`src/rtl/uart_tx_fifo.sv`:
```
// uart_tx_fifo: 8N1 serial transmitter fed by a small byte FIFO.
//   Decouples CPU stores to the UART data word from the line rate.
//
// Parameters
//   CLK_FREQ_HZ : system clock frequency
//   BAUD_RATE   : line rate; CLKS_PER_BIT = CLK_FREQ_HZ / BAUD_RATE (>= 2)
//   FIFO_DEPTH  : byte entries, power of two, >= 2
//
// Ports
//   clk        : system clock, rising edge
//   resetn     : synchronous active-low reset (aborts any frame in flight)
//   wr_stb     : one-cycle store strobe
//   wr_data    : byte to queue
//   tx         : serial line, idle high, registered
//   busy       : FIFO full; a write now would be dropped
//   idle       : FIFO empty and shifter idle
//   overflow   : sticky flag, a write arrived while busy
//   fifo_level : entries currently held
module uart_tx_fifo #(
  parameter int CLK_FREQ_HZ = 12000000,
  parameter int BAUD_RATE   = 115200,
  parameter int FIFO_DEPTH  = 4
) (
  input  logic                          clk,
  input  logic                          resetn,
  input  logic                          wr_stb,
  input  logic [7:0]                    wr_data,
  output logic                          tx,
  output logic                          busy,
  output logic                          idle,
  output logic                          overflow,
  output logic [$clog2(FIFO_DEPTH):0]   fifo_level
);

  localparam int CLKS_PER_BIT = CLK_FREQ_HZ / BAUD_RATE;
  localparam int AW           = $clog2(FIFO_DEPTH);
  localparam int CW           = $clog2(CLKS_PER_BIT);
  localparam logic [CW-1:0] BAUD_LAST = CW'(CLKS_PER_BIT - 1);

  typedef enum logic [1:0] {
    S_IDLE  = 2'd0,
    S_START = 2'd1,
    S_DATA  = 2'd2,
    S_STOP  = 2'd3
  } state_t;

  state_t          state;
  state_t          state_nxt;
  logic [CW-1:0]   baud_cnt;
  logic [CW-1:0]   baud_nxt;
  logic [2:0]      bit_idx;
  logic [2:0]      bit_nxt;
  logic [7:0]      shift;
  logic [7:0]      shift_nxt;
  logic            tx_nxt;
  logic [AW:0]     wr_ptr;
  logic [AW:0]     rd_ptr;
  logic [7:0]      mem [FIFO_DEPTH];
  logic [7:0]      head;
  logic            full;
  logic            empty;
  logic            push;
  logic            pop;
  logic            baud_end;

  // Pointers carry one extra wrap bit: equal low bits with differing wrap bits means full.
  assign full       = (wr_ptr[AW] != rd_ptr[AW]) && (wr_ptr[AW-1:0] == rd_ptr[AW-1:0]);
  assign empty      = (wr_ptr == rd_ptr);
  assign push       = wr_stb && !full;
  assign head       = mem[rd_ptr[AW-1:0]];
  assign baud_end   = (baud_cnt == BAUD_LAST);
  assign busy       = full;
  assign idle       = (state == S_IDLE) && empty;
  assign fifo_level = wr_ptr - rd_ptr;

  // Next-state, pop and line-value decode for the transmit FSM.
  always_comb begin
    state_nxt = state;
    baud_nxt  = baud_cnt;
    bit_nxt   = bit_idx;
    shift_nxt = shift;
    pop       = 1'b0;
    tx_nxt    = 1'b1;
    case (state)
      S_IDLE: begin
        tx_nxt = 1'b1;
        if (!empty) begin
          pop       = 1'b1;
          shift_nxt = head;
          baud_nxt  = '0;
          state_nxt = S_START;
        end else begin
          state_nxt = S_IDLE;
        end
      end
      S_START: begin
        tx_nxt = 1'b0;
        if (baud_end) begin
          baud_nxt  = '0;
          bit_nxt   = 3'd0;
          state_nxt = S_DATA;
        end else begin
          baud_nxt = baud_cnt + CW'(1);
        end
      end
      S_DATA: begin
        tx_nxt = shift[0];
        if (baud_end) begin
          baud_nxt = '0;
          if (bit_idx == 3'd7) begin
            state_nxt = S_STOP;
          end else begin
            shift_nxt = {1'b0, shift[7:1]};
            bit_nxt   = bit_idx + 3'd1;
          end
        end else begin
          baud_nxt = baud_cnt + CW'(1);
        end
      end
      S_STOP: begin
        tx_nxt = 1'b1;
        if (baud_end) begin
          baud_nxt = '0;
          // Chain straight into the next start bit when a byte is waiting.
          if (!empty) begin
            pop       = 1'b1;
            shift_nxt = head;
            state_nxt = S_START;
          end else begin
            state_nxt = S_IDLE;
          end
        end else begin
          baud_nxt = baud_cnt + CW'(1);
        end
      end
      default: begin
        state_nxt = S_IDLE;
        baud_nxt  = '0;
        bit_nxt   = 3'd0;
      end
    endcase
  end

  // State, pointers, sticky overflow and the registered line output.
  always_ff @(posedge clk) begin
    if (!resetn) begin
      state    <= S_IDLE;
      baud_cnt <= '0;
      bit_idx  <= 3'd0;
      shift    <= 8'h00;
      wr_ptr   <= '0;
      rd_ptr   <= '0;
      overflow <= 1'b0;
      tx       <= 1'b1;
    end else begin
      state    <= state_nxt;
      baud_cnt <= baud_nxt;
      bit_idx  <= bit_nxt;
      shift    <= shift_nxt;
      tx       <= tx_nxt;
      if (push) begin
        wr_ptr <= wr_ptr + (AW+1)'(1);
      end
      if (pop) begin
        rd_ptr <= rd_ptr + (AW+1)'(1);
      end
      if (wr_stb && full) begin
        overflow <= 1'b1;
      end
    end
  end

  // FIFO storage; contents need no reset because the pointers define validity.
  always_ff @(posedge clk) begin
    if (push) begin
      mem[wr_ptr[AW-1:0]] <= wr_data;
    end
  end

endmodule

```
`config.mk`:
```
export PLATFORM = sky130hd
export DESIGN_NAME = uart_tx_fifo
export DESIGN_NICKNAME = d
export VERILOG_FILES = /design/src/rtl/uart_tx_fifo.sv
export SDC_FILE = /design/constraint.sdc
export NUM_CORES = 1
export LEC_CHECK = 0
export CAP_MARGIN = 20
export CORE_UTILIZATION = 40
export DETAILED_ROUTE_END_ITERATION = 7
export PLACE_DENSITY = 0.64
export SYNTH_ARGS = -nofsm -noshare
export SYNTH_HDL_FRONTEND = slang
export SYNTH_SLANG_ARGS = --single-unit
```
`constraint.sdc`:
```
create_clock -name clk -period 3.1 [get_ports clk]
set_input_delay 0.31 -clock clk [delete_from_list [all_inputs] [get_ports clk]]
set_output_delay 0.31 -clock clk [all_outputs]
set_load 0.01 [all_outputs]
```
# Word level (Yosys, flattened, before mapping)
# Memory sizes are Yosys's and may differ from the RTL's. A register that Yosys moved wholly into a read port is not among the register bits.
# Cells that the tools add are included.
# Widths: inputs -> output; s select.
# totals
ff_bits	28
latch_bits	0
ram_bits	32
romBits	0
in_bits	11
out_inout_bits	7
word_cells	67
mem_count	1
# memory_table
name	words	word_bits	rd	rd_clocked_by_memory_dff	write_ports	line_no	text
mem	4	8	1	1	1	58	logic [7:0] mem [FIFO_DEPTH];
# op_classes
add_sub_neg	5
n_mul	0
n_div	0
n_lt_le_gt_ge	0
eq_ne	14
shift	0
n_mux	26
bitwise	0
reduce_logical	13
# op_table
operator	count
$mux 8	4
$pmux 8 s3	1
$mux 7	2
$pmux 7 s2	1
$mux 2	6
$ne 2x2->1 const B	6
$reduce_and 4->1	3
$add 3x1->3 const B	3
$mux 3	3
$pmux 2 s4	1
$add 7x1->7 const B	1
$eq 7x7->1 const B	1
$pmux 3 s2	1
$mux 1	5
$eq 2x2->1 const B	2
$logic_and 1x1->1	4
$eq 3x3->1	1
$eq 3x3->1 const B	1
$pmux 1 s3	1
$reduce_bool 3->1	1
$reduce_or 3->1	1
$sub 3x3->3	1
$eq 2x1->1 const B	1
$eq 2x2->1	1
other kinds (6)	6

# Depth between registers and ports, before layout
# Gate-level depths: netlist of run 1.
# depth
depth_word	6
mapped_depth	7
ltp_nobuf	6

# Least setup slack after synthesis of run 1
# No wires, ideal clock.
# synth_timing
kind	register to register
start	register wr_ptr[0]
end	register baud_cnt[5]
setup_time_ns	0.074
t_arrival_ns	1.859
required_time_ns	3.026
path_slack_ns	1.167
stages_incl_launch_ff	8
path_buffers	1
period_less_slack_ns	1.933
path_cell_list	dfxtp_1 > inv_1 > ha_1 > and2_1 > and3_1 > buf_6 > or4_1 > a21oi_1
# synth_between
elab_chain_cells	2
# synth_rtl
element	line_no	text
from (decl)	56	logic [AW:0] wr_ptr;
from (signal assigned)	162	wr_ptr <= wr_ptr + (AW+1)'(1);
$eq 3x3->1	68	assign empty = (wr_ptr == rd_ptr);
$ne 2x2->1 (no source line)	-	
to (signal assigned)	157	baud_cnt <= baud_nxt;
to (decl)	49	logic [CW-1:0] baud_cnt;
# No other way between the ends.
# A chain may end at the register's enable or synchronous reset.

# Final worst setup path of run 1
# layout_timing
start	register wr_ptr[0]
end	output idle
# layout_between
elab_chain_cells	2
# layout_rtl
element	line_no	text
$eq 3x3->1	68	
$logic_and 1x1->1	73	assign idle = (state == S_IDLE) && empty;
to (decl)	30	output logic idle,
# No other way between the ends.

==> run metrics, run 1 <==
Yosys Warn Count=0; total power=0.00266 W; RSZ-0062 raised after global routing=no; CTS tree=done; pre-CTS setup slack=779 ps; Detailed Route WL=4730 um; CP Launch Type=flip-flop; Post-Syn Area=2830 um^2; Die Span Y=86.2 um; area grow syn2layout=17.3%; CTS resizes=0; Final Hold Vio Count=0; CP Max Fanout=10; Util after Layout=48.6%; CTS H-tree depth=3; Starting Density=41.5%; status=finished clean; Crit. End Element=primary output; core area=6830 um^2; Net Count, Synth=252; Initial DRC Count=55; diode count=0; share of the synthesized area in the top cell type=33.9%; setup ws final=416 ps; Max VDD drop=0.511 mV; final max-slew violation count=0; worst reg2reg path endpoint=baud_cnt[4]; hold depth=2; largest net degree at the start of global routing=17; CTS Root Cell=clkbuf_8; first-pass GRT wire length=7890 um; period utilization=86.6%; flops & latches, synth=62; routed len/inst=13.6 um; Setup TNS=0 ps; Leak Pwr=1.23 nW; # Max-Cap Violations=0; FF-to-FF Start=wr_ptr[0]; Min-Delay Endpoint=shift[3]; worst min-delay path class=reg2reg; final net count=274; clk slew on worst S/H paths=80 ps; vias in the first global route=1650; Layout Skew=10.6 ps; Sink Count=62; RePlAce Congestion=0.741; hold_buf cts=0; Setup CP Type=reg2out; Worst Tran Pin Value=662 ps; Placement Cell Area=3100 um^2; share of cells above drive strength 1=14.7%; Worst R2R Setup Slack=900 ps; drc violations=0; Longest Clk Path Bufs=2; drt pass-1 iters=4; post-CTS setup buffers=0; library cells used by synthesis=42; pwr dens=800 nW/um^2; hold path start=shift[3]; DR vias=1721; f_max=373 MHz; commonest non-fill, non-tap cells in the layout=32 x edfxtp_1, 30 x dfxtp_1, 27 x nand2_1, 17 x clkdlybuf4s50_1, 16 x ha_1; most common cell after layout, fill and taps aside=edfxtp_1; row count=30; total grt overflow=0; Worst Reg-to-Reg Cells=6; design area=3320 um^2; critical path arrival=2370 ps; total track usage=14.6%; IO Count=18; final setup violation count=0; DIE AREA=7420 um^2; Port Buf Inserts=17; relative slew slack=55.4%; antenna violations before repair=0; ANT nets after route=0; filler instances=629; Synth area leaders=edfxtp_1 34%, dfxtp_1 21%, ha_1 7.1%, mux4_2 6.4%, mux2i_1 5.3%; CP required=2790 ps; CTS Buf Count=9; Seq/Total Area, Yosys=55.1%; die width=86.2 um; Mapped Cells=224; hpwl dp=3260 um; Avg Synthesized Cell Area=12.6 um^2; crit path time final=2680 ps; vias per cell=4.96; Synth area leader=edfxtp_1; clk_lat worst skew=340 ps
-- area by class of cell --
cell class                 count  area (um^2)  area share, %
timing repair buffer          18          178           5.35
multi-input combinational    146         1200           36.2
sequential                    62         1560           47.0
clock inverter                 7          104           3.13
inverter                       9         33.8           1.02
clock buffer                   9          124           3.73
tap                           96          120           3.61
-- worst max-delay path: stages (launching register included) --
cell             delay, ps
dfxtp_1                370
inv_1                  120
ha_1                   340
and2_1                 220
and3_1                 390
clkdlybuf4s50_1        600
-- where the power goes --
group	internal, W	switching, W	total [W]
clock network	0.000464	0.000347	0.000811
logic	0.000411	0.000400	0.000811
registers	0.000959	0.0000763	0.00104
total	0.00183	0.000823	0.00266
-- worst max path at each step --
stage          slack, ps  cells after the start          end      start
4_1_cts              390                      5         idle  wr_ptr[0]
3_5_place_dp         780                      5         idle  wr_ptr[0]
6_report             420                      5         idle  wr_ptr[0]
2_1_floorplan       1170                      7  baud_cnt[5]  wr_ptr[0]
5_1_grt              300                      5         idle  wr_ptr[0]
3_3_place_gp         870                      5         idle  wr_ptr[0]
-- state kept, by name, indices dropped and copies added, names as in the netlist, named ones only --
register	count
rd_ptr	3
mem	32
wr_ptr	3
state	2
bit_idx	3
tx	1
shift	8
baud_cnt	7
overflow	1
-- metal layers --
layer	global-route usage [%]	wire length, um	vias to the layer above
met4	7.27	74	0
met5	0	0	-
li1	-	-	864
met2	22.1	2250	18
met3	5.20	125	6
met1	18.4	2280	833
-- through the flow --
stage	hold WS [ps]	std cells
floorplan	409	224
global placement	446	331
detailed placement	451	331
CTS	462	347
global route	484	347
finish	460	347
-- Yosys cell counts --
| cell type | n |
|---|---|
| and3_1 | 1 |
| nand2_1 | 27 |
| buf_6 | 1 |
| xor2_1 | 2 |
| and2_1 | 6 |
| mux2_2 | 8 |
| a22o_1 | 2 |
| edfxtp_1 | 32 |
| a32oi_2 | 1 |
| ha_1 | 16 |
| and4bb_2 | 1 |
| nor4b_1 | 2 |
| inv_1 | 9 |
| or4_1 | 1 |
| dfxtp_1 | 30 |
| xnor2_1 | 4 |
| nor3b_1 | 1 |
| nand2b_1 | 3 |
| buf_2 | 1 |
| a21boi_0 | 1 |
| fa_1 | 1 |
| a21oi_1 | 8 |
| buf_1 | 1 |
| clkbuf_1 | 4 |
| a31oi_1 | 3 |
| nor2_1 | 14 |
| nand3_1 | 2 |
| nor3_1 | 1 |
| o21ai_0 | 6 |
| o31ai_1 | 1 |
| a31o_2 | 1 |
| mux4_2 | 8 |
| nor4_1 | 1 |
| or4b_1 | 1 |
| nand4bb_1 | 1 |
| or3_1 | 1 |
| a2bb2oi_1 | 1 |
| nand4_1 | 1 |
| o211ai_1 | 2 |
| xnor2_2 | 1 |
| mux2i_1 | 15 |
| nor2b_1 | 1 |
-- cell families after synthesis --
| family | Yosys count | synth area share [%] |
|---|---|---|
| simple gates | 65 | 11.4 |
| flops | 62 | 55.1 |
| mux | 31 | 14.8 |
| compound gates | 26 | 6.01 |
| fa+ha+maj | 17 | 7.77 |
| buf+inv | 16 | 2.43 |
| xor+xnor | 7 | 2.43 |
No activity file was read; power rests on OpenSTA's default activity.
==> run 2, diff against run 1 <==
--- a/config.mk
+++ b/config.mk
@@ -9,6 +9,7 @@
 export CORE_UTILIZATION = 40
 export DETAILED_ROUTE_END_ITERATION = 7
 export PLACE_DENSITY = 0.64
+export SLEW_MARGIN = 10
 export SYNTH_ARGS = -nofsm -noshare
 export SYNTH_HDL_FRONTEND = slang
 export SYNTH_SLANG_ARGS = --single-unit
==> results of run 2 <==
Final layout, timing and power as in run 1 (identical DEF).
==> run 3, diff against run 2 <==
--- a/config.mk
+++ b/config.mk
@@ -8,8 +8,10 @@
 export CAP_MARGIN = 20
 export CORE_UTILIZATION = 40
 export DETAILED_ROUTE_END_ITERATION = 7
+export GPL_TIMING_DRIVEN = 1
 export PLACE_DENSITY = 0.64
 export SLEW_MARGIN = 10
 export SYNTH_ARGS = -nofsm -noshare
 export SYNTH_HDL_FRONTEND = slang
 export SYNTH_SLANG_ARGS = --single-unit
+export TNS_END_PERCENT = 30
==> results of run 3 <==
Final layout, timing and power as in run 1 (identical DEF).
